--- src/rtl/rsa_operand_fetch_if.sv ---
// Operand fetch bus: SRAM read port plus the word stream toward the RSA core.
interface rsa_operand_fetch_if;
  logic        sram_en;
  logic [7:0]  sram_addr;
  logic [31:0] sram_data;
  logic        out_valid;
  logic        out_ready;
  logic [31:0] out_data;
  logic [1:0]  out_sel;
  logic [5:0]  out_idx;
  logic        out_last;

  modport master (
    output sram_en, sram_addr, out_valid, out_data, out_sel, out_idx, out_last,
    input  sram_data, out_ready
  );

  modport slave (
    input  sram_en, sram_addr, out_valid, out_data, out_sel, out_idx, out_last,
    output sram_data, out_ready
  );
endinterface

--- src/rtl/rsa_operand_fetch.sv ---
// RSA operand fetch: streams message, key and modulus segments out of the
// input SRAM, one word per cycle when the consumer keeps up.
// Optional feature macro FETCH_CHECKSUM_EN: running XOR of delivered words.
module rsa_operand_fetch #(
  parameter int WORDS    = 64,
  parameter int BASE_MSG = 0,
  parameter int BASE_KEY = 64,
  parameter int BASE_N   = 128
) (
  input  logic                       clk,
  input  logic                       rst_n,
  input  logic                       start,
  input  logic                       abort,
  rsa_operand_fetch_if.master        bus,
  output logic                       busy,
  output logic                       done,
  output logic [31:0]                checksum
);

  typedef enum logic [1:0] {IDLE, RUN, DONE} state_t;

  localparam logic [5:0] LAST_IDX = 6'(WORDS - 1);

  state_t     state_q, state_d;
  logic [1:0] iss_sel_q, iss_sel_d;     // segment of next word to issue
  logic [5:0] iss_idx_q, iss_idx_d;     // index of next word to issue
  logic       iss_all_q, iss_all_d;     // every word has been issued
  logic       ov_q, ov_d;
  logic [1:0] osel_q, osel_d;
  logic [5:0] oidx_q, oidx_d;
  logic       olast_q, olast_d;

  logic       hs;
  logic       issue;
  logic [7:0] base;

  // Issue only when the output slot is free or draining this cycle, so the
  // SRAM data register is never overwritten under a stalled word.
  always_comb begin
    hs    = ov_q & bus.out_ready;
    issue = (state_q == RUN) & ~abort & ~iss_all_q & (~ov_q | bus.out_ready);
    case (iss_sel_q)
      2'd0:    base = 8'(BASE_MSG);
      2'd1:    base = 8'(BASE_KEY);
      default: base = 8'(BASE_N);
    endcase
  end

  // Next-state, issue counters and output tag registers.
  always_comb begin
    state_d   = state_q;
    iss_sel_d = iss_sel_q;
    iss_idx_d = iss_idx_q;
    iss_all_d = iss_all_q;
    ov_d      = ov_q;
    osel_d    = osel_q;
    oidx_d    = oidx_q;
    olast_d   = olast_q;
    case (state_q)
      IDLE: begin
        if (start && !abort) begin
          state_d   = RUN;
          iss_sel_d = 2'd0;
          iss_idx_d = 6'd0;
          iss_all_d = 1'b0;
          ov_d      = 1'b0;
        end
      end
      RUN: begin
        if (abort) begin
          state_d   = IDLE;
          ov_d      = 1'b0;
          iss_sel_d = 2'd0;
          iss_idx_d = 6'd0;
          iss_all_d = 1'b0;
        end else begin
          if (issue) begin
            ov_d    = 1'b1;
            osel_d  = iss_sel_q;
            oidx_d  = iss_idx_q;
            olast_d = (iss_sel_q == 2'd2) && (iss_idx_q == LAST_IDX);
            if (iss_idx_q == LAST_IDX) begin
              iss_idx_d = 6'd0;
              if (iss_sel_q == 2'd2) iss_all_d = 1'b1;
              else                   iss_sel_d = iss_sel_q + 2'd1;
            end else begin
              iss_idx_d = iss_idx_q + 6'd1;
            end
          end else if (hs) begin
            ov_d = 1'b0;
          end
          // The last word is issued before its handshake, so no issue can
          // collide with the final handshake.
          if (hs && olast_q) state_d = DONE;
        end
      end
      DONE:    state_d = IDLE;
      default: state_d = IDLE;
    endcase
  end

  // State and tag registers.
  always_ff @(posedge clk or negedge rst_n) begin
    if (!rst_n) begin
      state_q   <= IDLE;
      iss_sel_q <= 2'd0;
      iss_idx_q <= 6'd0;
      iss_all_q <= 1'b0;
      ov_q      <= 1'b0;
      osel_q    <= 2'd0;
      oidx_q    <= 6'd0;
      olast_q   <= 1'b0;
    end else begin
      state_q   <= state_d;
      iss_sel_q <= iss_sel_d;
      iss_idx_q <= iss_idx_d;
      iss_all_q <= iss_all_d;
      ov_q      <= ov_d;
      osel_q    <= osel_d;
      oidx_q    <= oidx_d;
      olast_q   <= olast_d;
    end
  end

  assign bus.sram_en   = issue;
  assign bus.sram_addr = issue ? base + {2'b00, iss_idx_q} : 8'd0;
  assign bus.out_valid = ov_q;
  assign bus.out_data  = bus.sram_data;
  assign bus.out_sel   = osel_q;
  assign bus.out_idx   = oidx_q;
  assign bus.out_last  = olast_q;
  assign busy          = (state_q == RUN);
  assign done          = (state_q == DONE);

`ifdef FETCH_CHECKSUM_EN
  logic [31:0] cks_q, cks_d;

  // Cleared on an accepted start, folds in every delivered word.
  always_comb begin
    cks_d = cks_q;
    if (state_q == IDLE && start && !abort)   cks_d = 32'd0;
    else if (state_q == RUN && !abort && hs)  cks_d = cks_q ^ bus.sram_data;
  end

  // Checksum register.
  always_ff @(posedge clk or negedge rst_n) begin
    if (!rst_n) cks_q <= 32'd0;
    else        cks_q <= cks_d;
  end

  assign checksum = cks_q;
`else
  assign checksum = 32'd0;
`endif

endmodule

--- src/flat_wrapper.sv ---
// flat-port wrapper written by rule: the top's interface ports become plain ports
module rsa_operand_fetch_flat 
#(
  parameter int WORDS    = 64,
  parameter int BASE_MSG = 0,
  parameter int BASE_KEY = 64,
  parameter int BASE_N   = 128
)
  (clk, rst_n, start, abort, busy, done, checksum, bus_sram_en, bus_sram_addr, bus_out_valid, bus_out_data, bus_out_sel, bus_out_idx, bus_out_last, bus_sram_data, bus_out_ready);
  rsa_operand_fetch_if bus_i ();
  input  logic clk;
  input  logic rst_n;
  input  logic start;
  input  logic abort;
  output logic busy;
  output logic done;
  output logic [31:0] checksum;
  output wire logic [$bits(bus_i.sram_en)-1:0] bus_sram_en;
  output wire logic [$bits(bus_i.sram_addr)-1:0] bus_sram_addr;
  output wire logic [$bits(bus_i.out_valid)-1:0] bus_out_valid;
  output wire logic [$bits(bus_i.out_data)-1:0] bus_out_data;
  output wire logic [$bits(bus_i.out_sel)-1:0] bus_out_sel;
  output wire logic [$bits(bus_i.out_idx)-1:0] bus_out_idx;
  output wire logic [$bits(bus_i.out_last)-1:0] bus_out_last;
  input wire logic [$bits(bus_i.sram_data)-1:0] bus_sram_data;
  input wire logic [$bits(bus_i.out_ready)-1:0] bus_out_ready;
  assign bus_sram_en = bus_i.sram_en;
  assign bus_sram_addr = bus_i.sram_addr;
  assign bus_out_valid = bus_i.out_valid;
  assign bus_out_data = bus_i.out_data;
  assign bus_out_sel = bus_i.out_sel;
  assign bus_out_idx = bus_i.out_idx;
  assign bus_out_last = bus_i.out_last;
  assign bus_i.sram_data = bus_sram_data;
  assign bus_i.out_ready = bus_out_ready;
  rsa_operand_fetch #(.WORDS(WORDS), .BASE_MSG(BASE_MSG), .BASE_KEY(BASE_KEY), .BASE_N(BASE_N)) u_core (.clk(clk), .rst_n(rst_n), .start(start), .abort(abort), .bus(bus_i), .busy(busy), .done(done), .checksum(checksum));
endmodule
--- config.mk ---
export PLATFORM = sky130hd
export DESIGN_NAME = rsa_operand_fetch_flat
export DESIGN_NICKNAME = d
export VERILOG_FILES = /design/src/rtl/rsa_operand_fetch_if.sv /design/src/rtl/rsa_operand_fetch.sv /design/src/flat_wrapper.sv
export SDC_FILE = /design/constraint.sdc
export NUM_CORES = 1
export LEC_CHECK = 0
export ABC_AREA = 1
export CAP_MARGIN = 0
export CORE_MARGIN = 2
export CORE_UTILIZATION = 38
export DETAILED_ROUTE_END_ITERATION = 8
export GPL_ROUTABILITY_DRIVEN = 0
export PLACE_DENSITY = 0.9
export SETUP_SLACK_MARGIN = 0.15
export SLEW_MARGIN = 20
export SYNTH_ARGS = -nofsm -noshare
export SYNTH_HDL_FRONTEND = slang
export SYNTH_SLANG_ARGS = --single-unit
--- constraint.sdc ---
create_clock -name clk -period 2.85 [get_ports clk]
set_input_delay 0.4275 -clock clk [delete_from_list [all_inputs] [get_ports clk]]
set_output_delay 0.4275 -clock clk [all_outputs]
set_load 0.02 [all_outputs]
==> results_tabular.tex, run 1 <==
\begin{tabular}{lr}
\hline
Metric & Value \\
\hline
\multicolumn{2}{l}{\textbf{Run status}} \\
Run status & completed \\
\multicolumn{2}{l}{\textbf{CTS}} \\
Clock latency of the later-clocked register in the worst-skew pair & 260 ps \\
Clk root buf & sky130\_fd\_sc\_hd\_\_clkbuf\_8 \\
H-tree Lvls & 1 \\
Num CTS Buffers & 3 \\
Number of buffers inserted to repair setup after CTS & 0 \\
CTS Hold Buffers Added & 0 \\
Reg clk slew, reported paths & 70 ps \\
Clock tree from TritonCTS & done \\
\# clock sinks & 21 \\
Largest buffer count on any clock path & 2 \\
Post-cts sizing count & 0 \\
\multicolumn{2}{l}{\textbf{Global route}} \\
Overall Global Routing Usage & 0.114 \\
Initial antenna violation count & 0 \\
Wire length of the first global-routing pass & 4540 um \\
Largest net degree at the start of global routing & 25 \\
Vias in the first global route & 984 \\
Sum of overflow across all layers after global routing & 0 \\
\multicolumn{2}{l}{\textbf{Floorplan}} \\
Die W & about 71 um \\
Core Footprint & 4350 sq um \\
Io pins & $\sim$120 \\
Total die area & 5070 sq um \\
Vertical die dimension & about 71 um \\
Number of core rows & 24 \\
Initial core utilization & 0.394 \\
\multicolumn{2}{l}{\textbf{STA}} \\
Setup repair after global routing missed its margin & false \\
Slew headroom & 0.377 \\
Final setup skew & 6.25 ps \\
Period utilisation layout & 0.898 \\
Max-slew violations & 0 \\
Number of endpoints with negative hold slack in the final report & 0 \\
Maximum clock frequency & 391 MHz \\
Time the worst path needs with I/O delays and setup & 2560 ps \\
Worst Tran Pin Value & 931 ps \\
Hold Worst Slack & 486 ps \\
Post-route setup TNS & 0 ps \\
Total of endpoints with negative setup slack in the final report & 0 \\
\multicolumn{2}{l}{\textbf{Detailed routing}} \\
Via density & 4.30 \\
DRC violation count after routing & 0 \\
Vias & 1114 \\
Remaining antenna violation count after routing & 0 \\
Wire length per cell after detailed routing & 11.1 um \\
Iteration count of the initial detailed-routing pass & 4 \\
1st-iter DRT viols & 109 \\
Final WL & approximately 2900 um \\
\multicolumn{2}{l}{\textbf{Synthesis}} \\
Average footprint of a synthesized cell & between 8 and 9 sq um \\
Sequential fraction of the synthesis area & 0.306 \\
Netlist cell types & 28 \\
Number of synthesized register bits & 21 \\
Total standard cell area after synthesis & around 1700 sq um \\
Number of synthesis warnings & 0 \\
Syn Inst Count & around 210 \\
Cells taking the most area after synthesis & sky130\_fd\_sc\_hd\_\_dfrtp\_1, sky130\_fd\_sc\_hd\_\_buf\_4, sky130\_fd\_sc\_hd\_\_nand2\_1 \\
Synth top area share & 0.306 \\
Cell type contributing the most total cell area after synthesis & sky130\_fd\_sc\_hd\_\_dfrtp\_1 \\
\multicolumn{2}{l}{\textbf{Final layout}} \\
Layout cells sized above 1 & 0.150 \\
Final standard cell count with taps included and fillers excluded & 259 \\
Layout-stage area growth over the synthesis result & -1.31\% \\
Net count, final & 249 \\
Ant. Diodes & 0 \\
\multicolumn{2}{l}{\textbf{Critical path}} \\
Largest fanout on the critical path & 24 \\
Flop-to-flop setup slack & 1370 ps \\
Critical path class & input pin to output port \\
Reg2Reg Depth & 9 \\
Type of element launching the critical path & input pin \\
Worst path required time & 2420 ps \\
Data arrival, critical path & 2130 ps \\
Destination of the worst register-to-register timing path & u\_core.iss\_idx\_q[5]\$\_DFFE\_PN0P\_ \\
CP endpoint kind & output port \\
Crit Reg-Reg Startpoint & u\_core.state\_q[1]\$\_DFFE\_PN0P\_ \\
Critical path startpoint & bus\_out\_ready \\
\multicolumn{2}{l}{\textbf{Pwr}} \\
Power per cell area & between 700 and 800 nW/um\^{}2 \\
Sequential power share & 0.348 \\
Total leakage power & 0.942 nW \\
Internal power & just under 0.7 mW \\
Net load switching power & between 0.5 and 0.6 mW \\
Fraction of power spent switching nets & 0.448 \\
Clock network power share & 0.160 \\
Largest voltage drop on the vdd net & 0.000247 V \\
Total power consumption of the routed design & between 1 and 1.5 mW \\
Part of the power in combinational logic & 0.492 \\
\multicolumn{2}{l}{\textbf{Placement}} \\
Post-detailed-placement half-perimeter wirelength & 2210 um \\
Number of input and output port buffers inserted & 25 \\
Instance count after placement with tap cells included & 255 \\
\multicolumn{2}{l}{\textbf{Min path}} \\
Hold/Removal Path Class & flop to flop \\
Hold-critical path endpoint & u\_core.bus.out\_idx[0]\$\_DFFE\_PN0P\_ \\
Min-delay src & u\_core.bus.out\_idx[0]\$\_DFFE\_PN0P\_ \\
Cell depth of the worst hold path & 2 \\
\multicolumn{2}{l}{\textbf{Run}} \\
Max-capacitance violation count & 0 \\
\hline
\end{tabular}
-- worst max-delay path by stage --
stage | to | slack, ps
6_report | bus_sram_en | 290
5_1_grt | bus_sram_en | 160
4_1_cts | bus_sram_addr[0] | 170
3_5_place_dp | bus_sram_addr[0] | 180
3_3_place_gp | bus_sram_addr[0] | 220
2_1_floorplan | bus_sram_addr[0] | 1160
-- per-layer routing --
metal | GRT usage | vias to the layer above | part of all wire
met1 | 0.153 | 494 | 0.42
met4 | 0.0629 | 0 | 0.026
li1 | - | 551 | -
met3 | 0.0285 | 15 | 0.084
met2 | 0.166 | 54 | 0.46
met5 | 0 | - | 0
-- through the flow --
step	utilization	instance area, sq um	setup WS (ps)
global placement	0.375	1630	220
floorplan	-	1830	1160
detailed placement	0.375	1630	180
finish	0.389	1690	290
CTS	0.385	1680	174
global route	0.389	1690	158
-- logic make-up after synthesis --
kind of cell / after synthesis / share of synthesized area
flip-flops: 21 / 0.306
AND/OR/NAND/NOR: 79 / 0.234
other: 1 / 0.00219
AO/OA/AOI/OAI: 18 / 0.0729
buffers and inverters: 90 / 0.355
adder cells (fa/ha/maj): 4 / 0.0292
-- cell type report --
type,count,area [sq um]
multi-input combinational,133,697
sequential,21,526
clock buffer,3,41.3
fill,452,2660
tap,52,65.1
inverter,23,86.3
clock inverter,1,5.00
timing repair buffer,26,273
-- state kept, by name, indices dropped and copies added (netlist names) --
name / count
u_core.iss_idx_q: 6
u_core.bus.out_idx: 6
u_core.bus.out_valid: 1
u_core.bus.out_last: 1
u_core.state_q: 2
u_core.iss_all_q: 1
u_core.iss_sel_q: 2
u_core.bus.out_sel: 2
-- Yosys cell counts --
master	count
sky130_fd_sc_hd__buf_4	64
sky130_fd_sc_hd__nand2_1	30
sky130_fd_sc_hd__dfrtp_1	21
sky130_fd_sc_hd__inv_1	21
sky130_fd_sc_hd__nor2_1	18
sky130_fd_sc_hd__nand2_2	9
sky130_fd_sc_hd__nand3_1	8
sky130_fd_sc_hd__o21ai_1	6
sky130_fd_sc_hd__ha_1	4
sky130_fd_sc_hd__nand2_4	4
sky130_fd_sc_hd__o21ai_2	4
sky130_fd_sc_hd__a21oi_1	3
sky130_fd_sc_hd__nand4_1	3
sky130_fd_sc_hd__buf_6	2
sky130_fd_sc_hd__inv_2	2
sky130_fd_sc_hd__or2_2	2
sky130_fd_sc_hd__a21oi_2	1
sky130_fd_sc_hd__a21oi_4	1
sky130_fd_sc_hd__buf_12	1
sky130_fd_sc_hd__conb_1	1
sky130_fd_sc_hd__nand3b_1	1
sky130_fd_sc_hd__nor2_2	1
sky130_fd_sc_hd__nor2_8	1
sky130_fd_sc_hd__nor3_1	1
sky130_fd_sc_hd__nor3_2	1
sky130_fd_sc_hd__o211ai_1	1
sky130_fd_sc_hd__o21ai_0	1
sky130_fd_sc_hd__o31ai_1	1
-- cell usage in the layout (no fill, tap or decap), types with 2 or more instances in the layout --
cell                              instances
sky130_fd_sc_hd__nand4_1                  3
sky130_fd_sc_hd__conb_1                  32
sky130_fd_sc_hd__nand2_1                 30
sky130_fd_sc_hd__nor2_1                  18
sky130_fd_sc_hd__dlymetal6s2s_1           6
sky130_fd_sc_hd__clkbuf_8                 3
sky130_fd_sc_hd__nand2_2                  9
sky130_fd_sc_hd__a21oi_1                  3
sky130_fd_sc_hd__dfrtp_1                 21
sky130_fd_sc_hd__or2_2                    2
sky130_fd_sc_hd__ha_1                     4
sky130_fd_sc_hd__clkdlybuf4s50_1         19
sky130_fd_sc_hd__nand3_1                  8
sky130_fd_sc_hd__nand2_4                  4
sky130_fd_sc_hd__o21ai_2                  4
sky130_fd_sc_hd__inv_1                   21
sky130_fd_sc_hd__inv_2                    2
sky130_fd_sc_hd__o21ai_1                  6
-- worst max-delay path: stages --
cell,delay (ps)
sky130_fd_sc_hd__clkdlybuf4s50_1,470
sky130_fd_sc_hd__inv_1,50
sky130_fd_sc_hd__nand2_1,70
sky130_fd_sc_hd__nand2_1,100
sky130_fd_sc_hd__inv_1,110
sky130_fd_sc_hd__nand2_4,150
sky130_fd_sc_hd__inv_1,130
sky130_fd_sc_hd__clkdlybuf4s50_1,610
-- power groups by stage --
stage | sequential [mW] | clock, mW | combinational [mW]
2_1_floorplan | 0.459 | 0 | 0.526
3_3_place_gp | 0.429 | 0 | 0.586
3_5_place_dp | 0.433 | 0 | 0.603
4_1_cts | 0.427 | 0.200 | 0.607
5_1_grt | 0.440 | 0.209 | 0.657
6_report | 0.426 | 0.195 | 0.602
Power figures use the tool's default switching activity.
==> run 2, diff against run 1 <==
--- a/config.mk
+++ b/config.mk
@@ -9,6 +9,7 @@
 export CAP_MARGIN = 0
 export CORE_MARGIN = 2
 export CORE_UTILIZATION = 38
+export CTS_CLUSTER_DIAMETER = 100
 export DETAILED_ROUTE_END_ITERATION = 8
 export GPL_ROUTABILITY_DRIVEN = 0
 export PLACE_DENSITY = 0.9
==> results of run 2 <==
The final DEF is identical to that of run 1; final timing and power are the same.
==> run 3, diff against run 2 <==
--- a/config.mk
+++ b/config.mk
@@ -7,9 +7,8 @@
 export LEC_CHECK = 0
 export ABC_AREA = 1
 export CAP_MARGIN = 0
-export CORE_MARGIN = 2
 export CORE_UTILIZATION = 38
-export CTS_CLUSTER_DIAMETER = 100
+export CTS_CLUSTER_SIZE = 12
 export DETAILED_ROUTE_END_ITERATION = 8
 export GPL_ROUTABILITY_DRIVEN = 0
 export PLACE_DENSITY = 0.9
==> run 3 against run 2 <==
Sequential power is essentially flat. Register-to-register slack is essentially flat. Non-clock buffer count unchanged. Via count about the same. Flip-flop and latch count unchanged. Clock power about the same. Clock skew down 1.2 ps. Critical endpoint is now bus_sram_addr[7].
==> results_tabular.tex, run 3 (same netlist as run 1, synthesis figures left out) <==
\begin{tabular}{lr}
\hline
Metric & Value \\
\hline
\multicolumn{2}{l}{\textbf{Global route}} \\
Largest net degree at the start of global routing & 25 \\
Sum of overflow across all layers after global routing & 0 \\
Vias in the first global route & 989 \\
Overall Global Routing Usage & 0.116 \\
Wire length of the first global-routing pass & 4540 um \\
Initial antenna violation count & 0 \\
\multicolumn{2}{l}{\textbf{Floorplan}} \\
Die W & 69.2 um \\
Number of core rows & 24 \\
Vertical die dimension & 69.2 um \\
Core Footprint & 4350 sq um \\
Total die area & 4790 sq um \\
Initial core utilization & 0.394 \\
Io pins & roughly 120 \\
\multicolumn{2}{l}{\textbf{CTS}} \\
CTS Hold Buffers Added & 0 \\
Clock tree from TritonCTS & done \\
Clock latency of the later-clocked register in the worst-skew pair & 260 ps \\
Num CTS Buffers & 3 \\
Largest buffer count on any clock path & 2 \\
Reg clk slew, reported paths & about 70 ps \\
Clk root buf & sky130\_fd\_sc\_hd\_\_clkbuf\_8 \\
H-tree Lvls & 1 \\
\# clock sinks & 21 \\
\multicolumn{2}{l}{\textbf{Pwr}} \\
Part of the power in combinational logic & 0.493 \\
Internal power & 0.677 mW \\
Total power consumption of the routed design & approximately 1.2 mW \\
Clock network power share & 0.160 \\
Net load switching power & 0.543 mW \\
Largest voltage drop on the vdd net & 0.000346 V \\
Sequential power share & 0.347 \\
Total leakage power & 0.849 nW \\
Fraction of power spent switching nets & 0.445 \\
Power per cell area & 726 nW/um\^{}2 \\
\multicolumn{2}{l}{\textbf{Critical path}} \\
Largest fanout on the critical path & 24 \\
Buffers plus inverters on the worst setup path & 4 \\
Destination of the worst register-to-register timing path & u\_core.iss\_idx\_q[5]\$\_DFFE\_PN0P\_ \\
Ordered cell list for the critical path & clkdlybuf4s50\_1 -> inv\_1 -> nand2\_1 -> nand2\_1 -> inv\_1 -> nand2\_4 -> nor3\_2 -> clkdlybuf4s50\_1 \\
Reg2Reg Depth & 9 \\
Critical Path End & bus\_sram\_addr[7] \\
Slowest-stage cell, CP & sky130\_fd\_sc\_hd\_\_clkdlybuf4s50\_1 \\
Type of element launching the critical path & input pin \\
Critical path class & input pin to output port \\
CP endpoint kind & output port \\
CP peak stage delay & 620 ps \\
Worst path required time & 2420 ps \\
Critical path startpoint & bus\_out\_ready \\
Crit Reg-Reg Startpoint & u\_core.state\_q[1]\$\_DFFE\_PN0P\_ \\
Data arrival, critical path & roughly 2200 ps \\
Depth of the critical timing path with buffers and inverters included & 8 \\
Flop-to-flop setup slack & 1360 ps \\
Crit-path leading delay family & buffers and inverters \\
\multicolumn{2}{l}{\textbf{Detailed routing}} \\
Remaining antenna violation count after routing & 0 \\
Vias & 1115 \\
Met3 Wirelength & 199 um \\
1st-iter DRT viols & between 60 and 70 \\
DRC violation count after routing & 0 \\
Wire length per cell after detailed routing & 10.2 um \\
Iteration count of the initial detailed-routing pass & 4 \\
Met1 routed wirelength after detailed routing & 1280 um \\
Highest signal layer in the routed design & met4 \\
Final WL & 2650 um \\
Met2 wirelength from detailed routing & between 1000 and 1500 um \\
Via density & 4.31 \\
\multicolumn{2}{l}{\textbf{STA}} \\
Max-slew violations & 0 \\
Maximum clock frequency & just under 400 MHz \\
Final setup skew & 5.03 ps \\
Total of endpoints with negative setup slack in the final report & 0 \\
Number of endpoints with negative hold slack in the final report & 0 \\
Setup repair after global routing missed its margin & false \\
Hold Worst Slack & slightly below 500 ps \\
Slew headroom & 0.365 \\
Time the worst path needs with I/O delays and setup & 2580 ps \\
Worst Tran Pin Value & 950 ps \\
Period utilisation layout & 0.906 \\
Post-route setup TNS & 0 ps \\
\multicolumn{2}{l}{\textbf{Final layout}} \\
Ant. Diodes & 0 \\
Commonest non-fill, non-tap cells in the layout & sky130\_fd\_sc\_hd\_\_conb\_1, sky130\_fd\_sc\_hd\_\_nand2\_1, sky130\_fd\_sc\_hd\_\_clkdlybuf4s50\_1, sky130\_fd\_sc\_hd\_\_inv\_1, sky130\_fd\_sc\_hd\_\_dfrtp\_1 \\
Layout cells sized above 1 & 0.150 \\
Final standard cell count with taps included and fillers excluded & approximately 260 \\
Net count, final & 249 \\
Commonest non-fill, non-tap cell in the layout & sky130\_fd\_sc\_hd\_\_conb\_1 \\
Final Instance Area & 1680 sq um \\
Layout-stage area growth over the synthesis result & -2.04\% \\
\multicolumn{2}{l}{\textbf{Run}} \\
Max-capacitance violation count & 0 \\
\multicolumn{2}{l}{\textbf{Run status}} \\
Run status & completed \\
\multicolumn{2}{l}{\textbf{Placement}} \\
Number of input and output port buffers inserted & 25 \\
Instance count after placement with tap cells included & between 200 and 300 \\
Post-detailed-placement half-perimeter wirelength & 2100 um \\
Placed standard-cell area & 1630 sq um \\
\multicolumn{2}{l}{\textbf{Min path}} \\
Hold/Removal Path Class & flop to flop \\
\hline
\end{tabular}
## run 3: worst min-delay path by stage
stage                                            from                                end  slack (ps)  depth (start not counted)
floorplan                                       rst_n  u_core.bus.out_idx[0]$_DFFE_PN0P_         130                          0
global placement    u_core.bus.out_idx[0]$_DFFE_PN0P_  u_core.bus.out_idx[0]$_DFFE_PN0P_         470                          2
detailed placement  u_core.bus.out_idx[0]$_DFFE_PN0P_  u_core.bus.out_idx[0]$_DFFE_PN0P_         470                          2
CTS                 u_core.bus.out_idx[0]$_DFFE_PN0P_  u_core.bus.out_idx[0]$_DFFE_PN0P_         490                          2
global route        u_core.bus.out_sel[1]$_DFFE_PN0P_  u_core.bus.out_sel[1]$_DFFE_PN0P_         520                          2
finish              u_core.bus.out_idx[0]$_DFFE_PN0P_  u_core.bus.out_idx[0]$_DFFE_PN0P_         490                          2
## run 3: per-stage QoR
stage	util	setup slack, ps
finish	0.386	267
CTS	0.385	155
global placement	0.375	223
detailed placement	0.375	158
global route	0.386	180
floorplan	-	1160
## run 3: layout make-up
| cell class | instances | area [sq um] |
|---|---|---|
| tap | 52 | 65.1 |
| multi-input combinational | 133 | 697 |
| inverter | 23 | 86.3 |
| sequential | 21 | 526 |
| clock inverter | 1 | 5.00 |
| clock buffer | 3 | 41.3 |
| timing repair buffer | 26 | 260 |
| fill | 453 | 2670 |
## run 3: power by group through the flow
stage	Sequential, mW	Clock (mW)	Combinational (mW)
floorplan	0.459	0	0.526
global placement	0.427	0	0.588
detailed placement	0.431	0	0.603
CTS	0.425	0.201	0.606
global route	0.437	0.216	0.662
finish	0.423	0.196	0.601
## run 3: routing by layer
layer	vias up	global-route usage
met5	-	0
met4	0	0.0363
met3	12	0.0392
met2	47	0.183
met1	499	0.150
li1	557	-
## run 3: timing repair
item	4_1_cts	5_1_grt
buffers inserted	0	0
endpoints found under the setup margin	0	1
gates resized for setup	0	1
## run 3: worst min-delay path, cell delays in order, from the launching register on
cell and delay (ps):
sky130_fd_sc_hd__dfrtp_1 350, sky130_fd_sc_hd__nand2_1 50, sky130_fd_sc_hd__nand2_1 60
